--- config.mk ---
export PLATFORM = sky130hd
export DESIGN_NAME = pll_reset_sequencer
export DESIGN_NICKNAME = d
export VERILOG_FILES = /design/src/rtl/pll_reset_sequencer.sv
export SDC_FILE = /design/constraint.sdc
export NUM_CORES = 1
export LEC_CHECK = 0
export ABC_AREA = 1
export BUFFER_PORTS_ARGS = -buffer_cell sky130_fd_sc_hd__clkbuf_2
export CORE_ASPECT_RATIO = 0.8
export CORE_MARGIN = 5
export CORE_UTILIZATION = 59
export DETAILED_ROUTE_END_ITERATION = 10
export GPL_TIMING_DRIVEN = 0
export PLACE_DENSITY = 0.82
export SYNTH_ARGS = -nofsm -noshare
export SYNTH_HDL_FRONTEND = slang
export SYNTH_SLANG_ARGS = --single-unit
export TNS_END_PERCENT = 10
--- constraint.sdc ---
create_clock -name clock -period 1.93 [get_ports clock]
set_input_delay 0.0965 -clock clock [delete_from_list [all_inputs] [get_ports clock]]
set_output_delay 0.0965 -clock clock [all_outputs]
set_load 0.01 [all_outputs]
--- src/rtl/pll_reset_sequencer.sv ---
// pll_reset_sequencer
//   Releases the system resets in two staggered stages once the PLL lock flag
//   has been continuously stable for a qualification window. On loss of lock
//   after release, both resets re-assert together, the loss is counted, and a
//   hold-off period passes before requalification begins.
//
// Ports
//   clock            in   50 MHz PLL output clock (only clock)
//   reset_n          in   asynchronous active-low reset
//   locked           in   PLL lock flag, asynchronous to clock
//   reset_core_n     out  registered active-low core reset (released first)
//   reset_io_n       out  registered active-low I/O reset (released second)
//   ready            out  high only in RUN
//   lock_loss_count  out  lock losses after release, saturating at 255
module pll_reset_sequencer #(
  parameter int unsigned LOCK_CYCLES    = 50000,
  parameter int unsigned STAGGER_CYCLES = 16,
  parameter int unsigned HOLDOFF_CYCLES = 1000,
  parameter int unsigned COUNT_WIDTH    = 17
) (
  input  logic       clock,
  input  logic       reset_n,
  input  logic       locked,
  output logic       reset_core_n,
  output logic       reset_io_n,
  output logic       ready,
  output logic [7:0] lock_loss_count
);

  typedef enum logic [2:0] {
    WAIT_LOCK,
    QUALIFY,
    STAGGER,
    RUN,
    HOLDOFF
  } state_t;

  // The cycle that moves WAIT_LOCK -> QUALIFY already counts as the first
  // qualified lock cycle, so QUALIFY finishes when the running count
  // reaches LOCK_CYCLES-1 (core release lands LOCK_CYCLES edges after
  // lock_s is first seen high).
  localparam logic [COUNT_WIDTH-1:0] LOCK_LAST    = COUNT_WIDTH'(LOCK_CYCLES - 1);
  localparam logic [COUNT_WIDTH-1:0] STAGGER_LAST = COUNT_WIDTH'(STAGGER_CYCLES);
  localparam logic [COUNT_WIDTH-1:0] HOLDOFF_LAST = COUNT_WIDTH'(HOLDOFF_CYCLES);
  localparam logic [COUNT_WIDTH-1:0] CNT_ONE      = COUNT_WIDTH'(1);

  logic                   sync0;
  logic                   sync1;
  logic                   lock_s;

  state_t                 state;
  state_t                 state_next;
  logic [COUNT_WIDTH-1:0] cnt;
  logic [COUNT_WIDTH-1:0] cnt_next;
  logic                   loss;

  logic                   core_d;
  logic                   io_d;
  logic                   ready_d;

  assign lock_s = sync1;

  // State register, synchronizer, counters and registered outputs
  always_ff @(posedge clock or negedge reset_n) begin
    if (!reset_n) begin
      sync0           <= 1'b0;
      sync1           <= 1'b0;
      state           <= WAIT_LOCK;
      cnt             <= '0;
      reset_core_n    <= 1'b0;
      reset_io_n      <= 1'b0;
      ready           <= 1'b0;
      lock_loss_count <= '0;
    end else begin
      sync0        <= locked;
      sync1        <= sync0;
      state        <= state_next;
      cnt          <= cnt_next;
      reset_core_n <= core_d;
      reset_io_n   <= io_d;
      ready        <= ready_d;
      if (loss && (lock_loss_count != 8'hFF)) begin
        lock_loss_count <= lock_loss_count + 8'd1;
      end
    end
  end

  // Next-state and counter logic
  always_comb begin
    state_next = state;
    cnt_next   = cnt;
    loss       = 1'b0;
    case (state)
      WAIT_LOCK: begin
        cnt_next = '0;
        if (lock_s) begin
          cnt_next   = CNT_ONE;
          state_next = (LOCK_CYCLES == 1) ? STAGGER : QUALIFY;
        end
      end
      QUALIFY: begin
        if (!lock_s) begin
          state_next = WAIT_LOCK;
          cnt_next   = '0;
        end else if (cnt == LOCK_LAST) begin
          state_next = STAGGER;
          cnt_next   = CNT_ONE;
        end else begin
          cnt_next = cnt + CNT_ONE;
        end
      end
      STAGGER: begin
        // Lock loss takes priority over stagger completion
        if (!lock_s) begin
          state_next = HOLDOFF;
          cnt_next   = CNT_ONE;
          loss       = 1'b1;
        end else if (cnt == STAGGER_LAST) begin
          state_next = RUN;
          cnt_next   = '0;
        end else begin
          cnt_next = cnt + CNT_ONE;
        end
      end
      RUN: begin
        cnt_next = '0;
        if (!lock_s) begin
          state_next = HOLDOFF;
          cnt_next   = CNT_ONE;
          loss       = 1'b1;
        end
      end
      HOLDOFF: begin
        if (cnt == HOLDOFF_LAST) begin
          state_next = WAIT_LOCK;
          cnt_next   = '0;
        end else begin
          cnt_next = cnt + CNT_ONE;
        end
      end
      default: begin
        state_next = WAIT_LOCK;
        cnt_next   = '0;
      end
    endcase
  end

  // Output decode from the next state; io release is a subset of core
  // release, so an io-only state cannot be produced.
  always_comb begin
    core_d  = 1'b0;
    io_d    = 1'b0;
    ready_d = 1'b0;
    case (state_next)
      STAGGER: core_d = 1'b1;
      RUN: begin
        core_d  = 1'b1;
        io_d    = 1'b1;
        ready_d = 1'b1;
      end
      default: begin
        core_d  = 1'b0;
        io_d    = 1'b0;
        ready_d = 1'b0;
      end
    endcase
  end

endmodule

* Yosys cells after proc, flatten, opt, wreduce, memory -nomap -nowiden *
Cells that the tools add are included.

word-level totals
  output and inout bits = 11
  bits in registers = 32
  input port bits = 3

cells by class
  reductions and logical operators = 4
  add/subtract/negate cells = 2
  equal/unequal tests = 10
  multiplexer cells = 20

operators with widths
  cell                                                   number
  2-to-1 mux 17 bit                                      5
  one-hot mux 17 bit (5 select lines)                    1
  2-to-1 mux 3 bit                                       7
  adder 17 x 1 -> 17 bit, second input constant          1
  equality test 17 x 10 -> 1 bit, second input constant  1
  equality test 17 x 16 -> 1 bit, second input constant  1
  equality test 17 x 5 -> 1 bit, second input constant   1
  one-hot mux 3 bit (5 select lines)                     1
  equality test 3 x 2 -> 1 bit, second input constant    4
  adder 8 x 1 -> 8 bit, second input constant            1
  != test 8 bit, second input constant                   1
  2-to-1 mux 1 bit                                       6
  OR reduction 2 bit                                     2
  equality test 3 x 1 -> 1 bit, second input constant    1
  equality test 3 bit, second input constant             1
  logical NOT 3 bit                                      1
  logical AND 1 bit                                      1

* Depth between registers and ports, before layout *
Gate-level depths: netlist of the first run.

  word-level depth = 7
  depth in mapped cells = 12

* Least setup slack after synthesis of the first run *
OpenSTA, ideal clock, no wires.

  path type = register -> register
  start = register cnt[0]
  end = register cnt[6]
  path slack = 0.470 ns
  stages on the path, launching flop included = 13
  arrival = 1.340 ns
  setup time = 0.121 ns
  buffers on the path = 1
  clock period less this slack = 1.460 ns
  cells stage by stage = dfrtp_1 inv_1 ha_1 nand2_1 inv_1 nand2_1 nor2_1 nand2_1 nand3_2 nand3_2 nand2_4 buf_12 nor2_2

between the ends
  word-level cells in the longest chain between the ends = 4
  elaborated cells on any way between the ends = 10
  those cells by class = 1 x add/sub; 3 x eq/ne; 6 x mux

RTL lines
  element                                         line           RTL
  start, declared                                 53             logic [COUNT_WIDTH-1:0] cnt;
  start signal, assigned                          78             cnt <= cnt_next;
  adder 17 x 1 -> 17 bit (tied with other cells)  109, 122, 138
  2-to-1 mux 17 bit, on equally long branches     118, 105
  2-to-1 mux 17 bit, on equally long branches     114, 102
  one-hot mux 17 bit (5 select lines) *           93             case (state)
  via cnt_next[6]                                 54             logic [COUNT_WIDTH-1:0] cnt_next;

The timed path passes the listed nets; every way through them passes the cells marked *.
A chain may end at the register's enable or synchronous reset.

* Worst setup path in the final report of the first run *
Ends and elaborated chain as after synthesis.

==> flow_summary.yaml, run 1 <==
timing:
  finalHoldViolCount: 0
  setup_ws_ps: 216
  rsz0062_at_grt: "no"
  setup_viol: 0
  worst_pin_slew_ps: 807
  maxSlewViolCount: 0
  relSlewSlack_pct: 46.2
  fin_setup_tns_ps: 0
  fin_crit_ps: 1710
  fin_skew_ps: 9.83
  fmax_mhz: 583
  fin_crit_sh_pct: 88.8
finish:
  drive_gt1_share_pct: 20.7
  fin_nets: 261
  syn2layout_area_growth_pct: 12.4
  n_antenna_cell: 0
  fillCellCount: 248
floorplan:
  row_count: 18
  core_sq_mm: 0.00304
  initial_core_util_pct: 60.2
  die_h_microns: 59.8
  io_pins: 14
  die_w_microns: 72.3
  die_area_sq_mm: 0.00432
place:
  dp.final_hpwl_microns: 2630
  gp_congestion: 0.834
  port_buffers: 13
  pre_cts_ws_ps: 245
worst_setup_path:
  worst_setup_path_start_kind: "flip-flop"
  critPathCaptureType: "flip-flop"
  arrival_ps: 1880
  crit_fanout: 10
  cp.required_ps: 2100
  r2r-start: "cnt[0]"
  r2r-end: "cnt[6]"
  crit_type: "flip-flop to flip-flop"
  worst_r2r_path_depth: 12
  r2r_slack_ps: 220
min_path:
  hold_class: "flip-flop to flip-flop"
  min_path_cells: 0
  hold_end: "lock_s"
  hp-start: "sync0"
logic_synthesis:
  yosysUniqueCellTypes: 25
  async_reset_ff_share_pct: 100
  synth_top_flop_cell: "dfrtp_1"
  yosysTopAreaCell: "dfrtp_1"
  seq_area_frac_synth_pct: 43.8
  yosysMostFrequentCell: "nand2_1"
  synth_top_area_share_pct: 43.8
  syn_nets: 239
  syn-cell-area_sq_mm: 0.00183
  syn_area_per_cell_sq_um: 7.85
  synth-seq-cells: 32
  ys_warn_count: 0
  syn-instance-count: 233
  synthTopCellsByCount: "52 x nand2_1, 34 x nor2_1, 32 x dfrtp_1, 30 x inv_1, 16 x nand3_1"
  ys_top_cells_by_area: "dfrtp_1 44%, nand2_1 11%, nor2_1 7.0%"
  synth_edf_count: 0
clock_tree:
  clk_latency_ps: 290
  cts_buffers: 5
  postCtsSetupRepairBufs: 0
  h-tree-depth: 2
  hold_buffers: 2
  clockBufferDepth: 2
  tritoncts: "yes"
  cts-root-buf: "clkbuf_8"
  cts.clk_slew.worst_paths_ps: 70
  clkSinkCount: 32
  ctsResizeCount: 0
drt:
  drt_iter0_drc: 94
  wl_per_cell_microns: 12.1
  dr.pass1.iters: 4
  via_count: 1499
  route.antenna.remaining_nets: 0
  drt-total-wl_microns: 3570
  routed_via_density: 5.06
  drc: 0
power_and_ir_drop:
  powerDensity_mw_per_mm2: 634
  ir_drop_mv: 0.424
  power_leakage_nw: 1.03
run:
  drv_cap: 0
status:
  status: "finished clean"
global_route:
  antenna_found_initial: 0
  grt_overflow: 0
  grt_max_degree: 33
  groute.usage.overall_pct: 19.0
  grt_pass1_wl_microns: 6390
  first_global_vias: 1435
[worst max-delay path by stage]
stage | from | to | slack [ps] | depth (start not counted)
2_1_floorplan | cnt[0] | cnt[6] | 470 | 12
3_3_place_gp | cnt[0] | cnt[2] | 300 | 12
3_5_place_dp | cnt[0] | cnt[3] | 250 | 12
4_1_cts | cnt[0] | cnt[6] | 210 | 12
5_1_grt | lock_loss_count[1] | lock_loss_count[5] | 7 | 9
6_report | cnt[0] | cnt[6] | 220 | 12
[power breakdown]
group	internal [mW]	switching [mW]
clock network	0.284	0.247
registers	0.680	0.00726
logic	0.0290	0.0573
[metrics by stage]
stage	hold WS (ps)	power (mW)	utilization, %	std cells	instance area [sq um]
floorplan	-199	0.755	-	233	1830
global placement	206	0.780	64.0	286	1940
detailed placement	206	0.783	64.0	286	1940
CTS	361	1.32	67.7	296	2060
global route	361	1.35	67.7	296	2060
finish	356	1.30	67.7	296	2060
[kinds of logic after synthesis]
kind of cell / count (synthesis) / synth area share, %
and+or+nand+nor: 142 / 36.8
buffers and inverters: 35 / 8.69
DFF: 32 / 43.8
xor gates and xnor gates: 13 / 6.22
AOI/OAI and AO/OA: 8 / 2.46
adders and majority gates: 3 / 2.05
[critical path, cell delays in order (launching register included)]
cell,delay [ps]
dfrtp_1,410
inv_1,130
ha_1,180
nand2_1,50
inv_1,50
nand2_1,50
nor2_1,100
nand2_1,80
nand3_2,100
nand3_2,130
nand2_4,120
buf_12,140
nor2_2,40
[cell usage in the layout (no fill, tap or decap)]
master and count:
xor2_1 9, o211ai_1 1, a21o_1 1, inv_1 30, o21ai_0 1, nor2_2 15, nand2_4 1, nor3_1 4
or2_2 1, nand4_1 8, buf_4 1, o21ai_1 1, dfrtp_1 32, nand2_1 52, clkinv_2 2, ha_1 3
dlygate4sd3_1 2, nand3b_1 1, clkbuf_2 13, inv_2 2, nand3_2 5, nand2_2 5, xnor2_1 4, buf_12 1
nand3_1 16, clkbuf_8 6, a21oi_1 4, nor2_1 34, buf_6 1
[final cells by class]
class	instances	area, sq um	area share (%)
Inverter	32	120	5.84
Sequential cell	32	801	38.9
Tap cell	40	50.0	2.43
Buffer	3	38.8	1.89
Clock buffer	6	82.6	4.01
Multi-Input combinational cell	166	870	42.3
Clock inverter	2	10.0	0.487
Timing Repair Buffer	15	85.1	4.14
[flip-flops by register name (all words and copies together) (netlist names)]
register and flops:
lock_loss_count 8, ready 1, state 3, cnt 17, reset_core_n 1, lock_s 1, sync0 1
[metal layers]
layer	vias up	routed length, microns	global-route usage, %
met1	697	1740	26.9
li1	767	-	-
met3	5	147	4.03
met5	-	0	0
met2	30	1650	28.8
met4	0	36	7.24
Power figures use the tool's default switching activity.
==> inputs of run 2 (changes only) <==
Settings changed: ABC_AREA 1 to unset, CORE_UTILIZATION 59 to 25, CTS_BUF_LIST set to sky130_fd_sc_hd__clkbuf_4 sky130_fd_sc_hd__clkbuf_8 sky130_fd_sc_hd__clkbuf_16, PLACE_DENSITY 0.82 to 0.44.
==> run 2 against run 1 <==
Against the previous run:
- the run now ends with negative setup slack left
- global-route usage decreased by 9.4 points
- synthesized cell count decreased by 36%
- register-to-register slack got worse by 720 ps
- fmax decreased by 29%
- critical path type unchanged
- largest power group unchanged
==> flow_summary.yaml, run 2 <==
finish:
  fillCellCount: 609
  fin_nets: 185
  largest_register_ff_count: 17
  multi_input_area_sq_um: 731
  syn2layout_area_growth_pct: 24.3
  drive_gt1_share_pct: 24.4
  layoutNonFillerInstCount: 261
  regMostFlops: "cnt"
  register_area_sq_um: 801
  layout_common_cells: "32 x dfrtp_1, 26 x nor2_1, 14 x nand2_1"
  n_antenna_cell: 0
  reg_top3: "cnt x17, lock_loss_count x8, state x3"
  layout_commonest_cell: "dfrtp_1"
min_path:
  hold_class: "flip-flop to flip-flop"
timing:
  fin_crit_sh_pct: 126
  setup_viol: 18
  setup_ws_ps: -499
  finalHoldViolCount: 0
  fin_setup_tns_ps: -7570
  fin_skew_ps: 6.00
  fmax_mhz: 412
  fin_crit_ps: 2430
  rsz0062_at_grt: "yes"
  maxSlewViolCount: 0
  worst_pin_slew_ps: 812
  relSlewSlack_pct: 45.9
power_and_ir_drop:
  swShare_pct: 21.6
  power_frac_seq_pct: 52.5
  p_sw_mw: 0.281
  power_leakage_nw: 0.879
  clkPwrFrac_pct: 42.9
  combPwrFrac_pct: 4.6
  ir_drop_mv: 0.257
  power.internal_mw: 1.02
  powerDensity_mw_per_mm2: 677
logic_synthesis:
  ys_warn_count: 0
  yosysTopAreaCell: "dfrtp_1"
  ys_top_cells_by_area: "dfrtp_1 52%, xnor2_1 7.4%, nor2_1 6.3%"
  yosysMostFrequentCell: "dfrtp_1"
  syn_nets: 154
  synth_top_flop_cell: "dfrtp_1"
  synth_edf_count: 0
  synth_top_area_share_pct: 51.8
  async_reset_ff_share_pct: 100
  seq_area_frac_synth_pct: 51.8
  syn-cell-area_sq_mm: 0.00155
  syn-instance-count: 148
  yosysUniqueCellTypes: 32
  synthTopCellsByCount: "32 x dfrtp_1, 26 x nor2_1, 14 x nand2_1, 13 x xnor2_1, 10 x xor2_1"
  synth-seq-cells: 32
  syn_area_per_cell_sq_um: 10.4
clock_tree:
  clkSinkCount: 32
  clockBufferDepth: 2
  cts-root-buf: "clkbuf_8"
  tritoncts: "yes"
  clk_latency_ps: 280
  cts_buffers: 5
  h-tree-depth: 2
  cts.clk_slew.worst_paths_ps: 70
floorplan:
  row_count: 25
  io_pins: 14
  die_area_sq_mm: 0.00787
  core_sq_mm: 0.00597
  initial_core_util_pct: 25.9
  die_h_microns: 80.3
  die_w_microns: 97.9
worst_setup_path:
  critPathCaptureType: "flip-flop"
  crit_type: "flip-flop to flip-flop"
  cp.required_ps: 2100
  crit_fanout: 5
  worst_setup_path_start_kind: "flip-flop"
  arrival_ps: 2600
global_route:
  first_global_vias: 1185
  grt_pass1_wl_microns: 5900
  grt_overflow: 0
  antenna_found_initial: 0
  grt_max_degree: 33
  groute.usage.overall_pct: 9.67
drt:
  dr.pass1.iters: 4
  drt_iter0_drc: 86
  route.antenna.remaining_nets: 0
  drc: 0
  wl_per_cell_microns: 13.0
  drt-total-wl_microns: 3380
  routed_via_density: 4.46
  via_count: 1163
place:
  dp.final_hpwl_microns: 2320
  gp_congestion: 0.823
  port_buffers: 13
  dpl.cell_count: 242
status:
  violations: "negative setup slack"
  status: "finished with violations"
run:
  drv_cap: 0
run 2: changes by cell type after synthesis, sizes merged, moves of 2 or more:
cell | previous run | this run
or3 | 0 | 2
xnor2 | 4 | 13
a21oi | 4 | 0
inv | 32 | 5
and3 | 0 | 5
a41oi | 0 | 2
nand4 | 8 | 5
nand3 | 21 | 8
nor2 | 49 | 26
nor2b | 0 | 2
nand2 | 58 | 14
nor4 | 0 | 2
run 2: what timing repair did:
action | 4_1_cts | 5_1_grt
gates resized for setup | 4 | 2
endpoints found under the setup margin | 18 | 18
hold endpoints to repair | 33 | 0
buffers inserted | 7 | 1
cloned | 1 | 0
hold buffers | 2 | 0
pin swaps | 3 | 3
run 2: cells by family (layout without fill, tap and decap cells):
logic type                 after synthesis  in the layout  synth area share, %
and+or+nand+nor                         73             73                 23.5
DFF                                     32             32                 51.8
buffers and inverters                    7             39                 2.43
xor gates and xnor gates                23             23                 13.0
adders and majority gates                3              3                 2.43
muxes                                    1              1                0.728
AOI/OAI and AO/OA                        9              9                 6.07
run 2: power by group through the flow:
stage                     logic (mW)  registers (mW)  clock network, mW
after floorplan               0.0258           0.694                  0
after global placement        0.0474           0.695                  0
after detailed placement      0.0481           0.695                  0
after CTS                     0.0599           0.683              0.583
after global routing          0.0689           0.684              0.617
final                         0.0599           0.683              0.558
run 2: area by class of cell:
class	instances	area share [%]
plain buffers	2	0.977
clock buffers	8	5.08
inverters	5	0.977
multi-input cells	109	38.0
flip-flops and latches	32	41.7
well taps	81	5.27
repair buffers	24	8.01
run 2: per-layer routing:
metal	vias up	routed length [microns]	global-route usage [%]
li1	566	-	-
met1	560	1650	12.8
met2	29	1530	14.5
met3	8	132	2.26
met4	0	76	5.53
met5	-	0	0
run 2: worst paths after layout:
kind	start	to	slack (ps)	cells after the start
setup / recovery	cnt[10]	cnt[6]	-500	7
hold / removal	sync0	lock_s	350	0
setup reg to reg	cnt[10]	cnt[6]	-500	7
hold reg to reg	sync0	lock_s	350	0
max in group asynchronous	reset_n	cnt[1]	980	2
min in group asynchronous	reset_n	cnt[14]	440	2
run 2: worst max-delay path: stages (launching register included):
cell and delay [ps]:
dfrtp_1 380, or3_4 390, or3_4 340, or4_4 540
a221oi_4 340, buf_6 160, buf_6 110, nor2_1 40
run 2: through the flow:
stage	instance area [sq um]	setup WS, ps	hold slack (ps)	total power [mW]	util (%)
2_1_floorplan	1550	-411	-199	0.720	-
3_3_place_gp	1710	-619	205	0.742	28.7
3_5_place_dp	1710	-629	210	0.743	28.7
4_1_cts	1910	-532	350	1.33	32.0
5_1_grt	1920	-568	370	1.37	32.2
6_report	1920	-499	349	1.30	32.2
==> inputs of run 3 (changes only) <==
Settings changed: CORE_MARGIN 5 to 3.
==> run 3 against run 2 <==
Against the previous run:
- the flow still finishes with violations (negative setup slack)
- sequential power about the same
- final area decreased by 0.52%
- combinational power decreased by 4.0%
- routed wire length decreased by 8.1%
- die area decreased by 8.9%
- non-clock buffer count decreased by 1
- cell count decreased by 1.5%
- global-route usage decreased by 0.14 points
- critical endpoint is now cnt[14]
- largest power group unchanged
==> flow_summary.yaml, run 3 (synthesis gave the netlist of run 2 again) <==
global_route:
  first_global_vias: 1151
  grt_pass1_wl_microns: 5350
  groute.usage.overall_pct: 9.53
  antenna_found_initial: 0
  grt_max_degree: 33
  grt_overflow: 0
clock_tree:
  cts-root-buf: "clkbuf_8"
  h-tree-depth: 2
  clkSinkCount: 32
  tritoncts: "yes"
  cts_buffers: 5
  cts.clk_slew.worst_paths_ps: 70
  clk_latency_ps: 280
  clockBufferDepth: 2
power_and_ir_drop:
  power_leakage_nw: 0.870
  ir_drop_mv: 0.357
  powerDensity_mw_per_mm2: 719
finish:
  layout_commonest_cell: "dfrtp_1"
  n_antenna_cell: 0
  fin_nets: 184
  layoutNonFillerInstCount: 257
  reg_top3: "cnt x17, lock_loss_count x8, state x3"
  largest_register_ff_count: 17
  regMostFlops: "cnt"
  layout_common_cells: "32 x dfrtp_1, 25 x nor2_1, 14 x nand2_1"
  syn2layout_area_growth_pct: 23.6
  drive_gt1_share_pct: 22.9
  fin_util_pct: 33.5
  fin_area_sq_mm: 0.00191
status:
  status: "finished with violations"
  violations: "negative setup slack"
floorplan:
  die_area_sq_mm: 0.00717
  die_w_microns: 93.9
  core_sq_mm: 0.00571
  initial_core_util_pct: 27.1
  io_pins: 14
  die_h_microns: 76.3
  row_count: 24
timing:
  setup_viol: 17
  maxSlewViolCount: 0
  setup_ws_ps: -494
  finalHoldViolCount: 0
  relSlewSlack_pct: 45.3
  fin_crit_ps: 2420
  worst_pin_slew_ps: 821
  fin_crit_sh_pct: 126
  fin_setup_tns_ps: -7890
  fmax_mhz: 412
  fin_skew_ps: 8.12
  rsz0062_at_grt: "yes"
drt:
  via_count: 1141
  drt-total-wl_microns: 3110
  routed_via_density: 4.44
  route.antenna.remaining_nets: 0
  wl_per_cell_microns: 12.1
  drt_iter0_drc: 55
  dr.pass1.iters: 4
  drc: 0
run:
  drv_cap: 0
worst_setup_path:
  worst_setup_path_start_kind: "flip-flop"
  crit_path_top_delay_cell: "or4_4"
  crit_fanout: 4
  critPathCaptureType: "flip-flop"
  worstPathCellList: "or3_4, or3_4, or4_4, a221oi_4, buf_6, buf_6, nor2_2"
  arrival_ps: 2590
  crit_type: "flip-flop to flip-flop"
  cp.required_ps: 2100
  critPathMaxStageDelay_ps: 560
place:
  postPlaceCellArea_sq_mm: 0.00171
  dp.final_hpwl_microns: 2240
  port_buffers: 13
  dpl.cell_count: 239
  gp_congestion: 0.782
min_path:
  hold_class: "flip-flop to flip-flop"
## run 3: cell types whose count changed in the layout (fill, tap and decap cells not counted), sizes merged
cell and delta:
buf -1, bufinv +1, clkinvlp +1, clkinv +1
clkbuf -3
## run 3: cell type report
class                           count  area, sq um
Buffer                              1         7.51
Clock buffer                        5         68.8
Clock inverter                      3         42.5
Fill cell                         602         3790
Inverter                            5         18.8
Multi-Input combinational cell    109          716
Sequential cell                    32          801
Tap cell                           78         97.6
Timing Repair Buffer               24          160
## run 3: repair_timing
item,in CTS,in global routing
endpoints found under the hold margin,33,0
setup buffers,6,2
gates resized for setup,2,4
cloned,1,0
pin swaps,2,3
hold buffers,2,0
setup endpoints to repair,18,18
## run 3: where the power goes
| part | total, mW | internal (mW) | switching (mW) |
|---|---|---|---|
| sequential | 0.682 | 0.677 | 0.00575 |
| combinational | 0.0575 | 0.0242 | 0.0333 |
| clock | 0.635 | 0.382 | 0.253 |
## run 3: layer usage
metal / share of wire [%] / GRT usage [%]
met2: 42 / 13.1
met4: 1.0 / 3.32
met1: 53 / 13.8
met3: 4.1 / 3.26
met5: 0 / 0
## run 3: per-stage QoR
stage | power [mW] | hold slack, ps | setup slack [ps]
final | 1.38 | 354 | -494
after global routing | 1.45 | 372 | -567
after CTS | 1.41 | 358 | -533
after detailed placement | 0.743 | 206 | -648
after global placement | 0.743 | 206 | -654
after floorplan | 0.720 | -199 | -411
## run 3: path summary, 6_finish.rpt
check / endpoint / slack, ps / cells past startpoint / from
min in group asynchronous: cnt[7] / 440 / 2 / reset_n
min reg2reg: lock_s / 350 / 0 / sync0
min: lock_s / 350 / 0 / sync0
max reg2reg: cnt[14] / -490 / 7 / cnt[11]
max: cnt[14] / -490 / 7 / cnt[11]
max in group asynchronous: lock_loss_count[1] / 970 / 2 / reset_n
## run 3: critical path: cells and delay by family, from the launching register on
kind	cells	cell delay, ps
AND/OR/NAND/NOR	4	1320
flip-flops	1	390
AO/OA/AOI/OAI	1	360
buffers and inverters	2	240
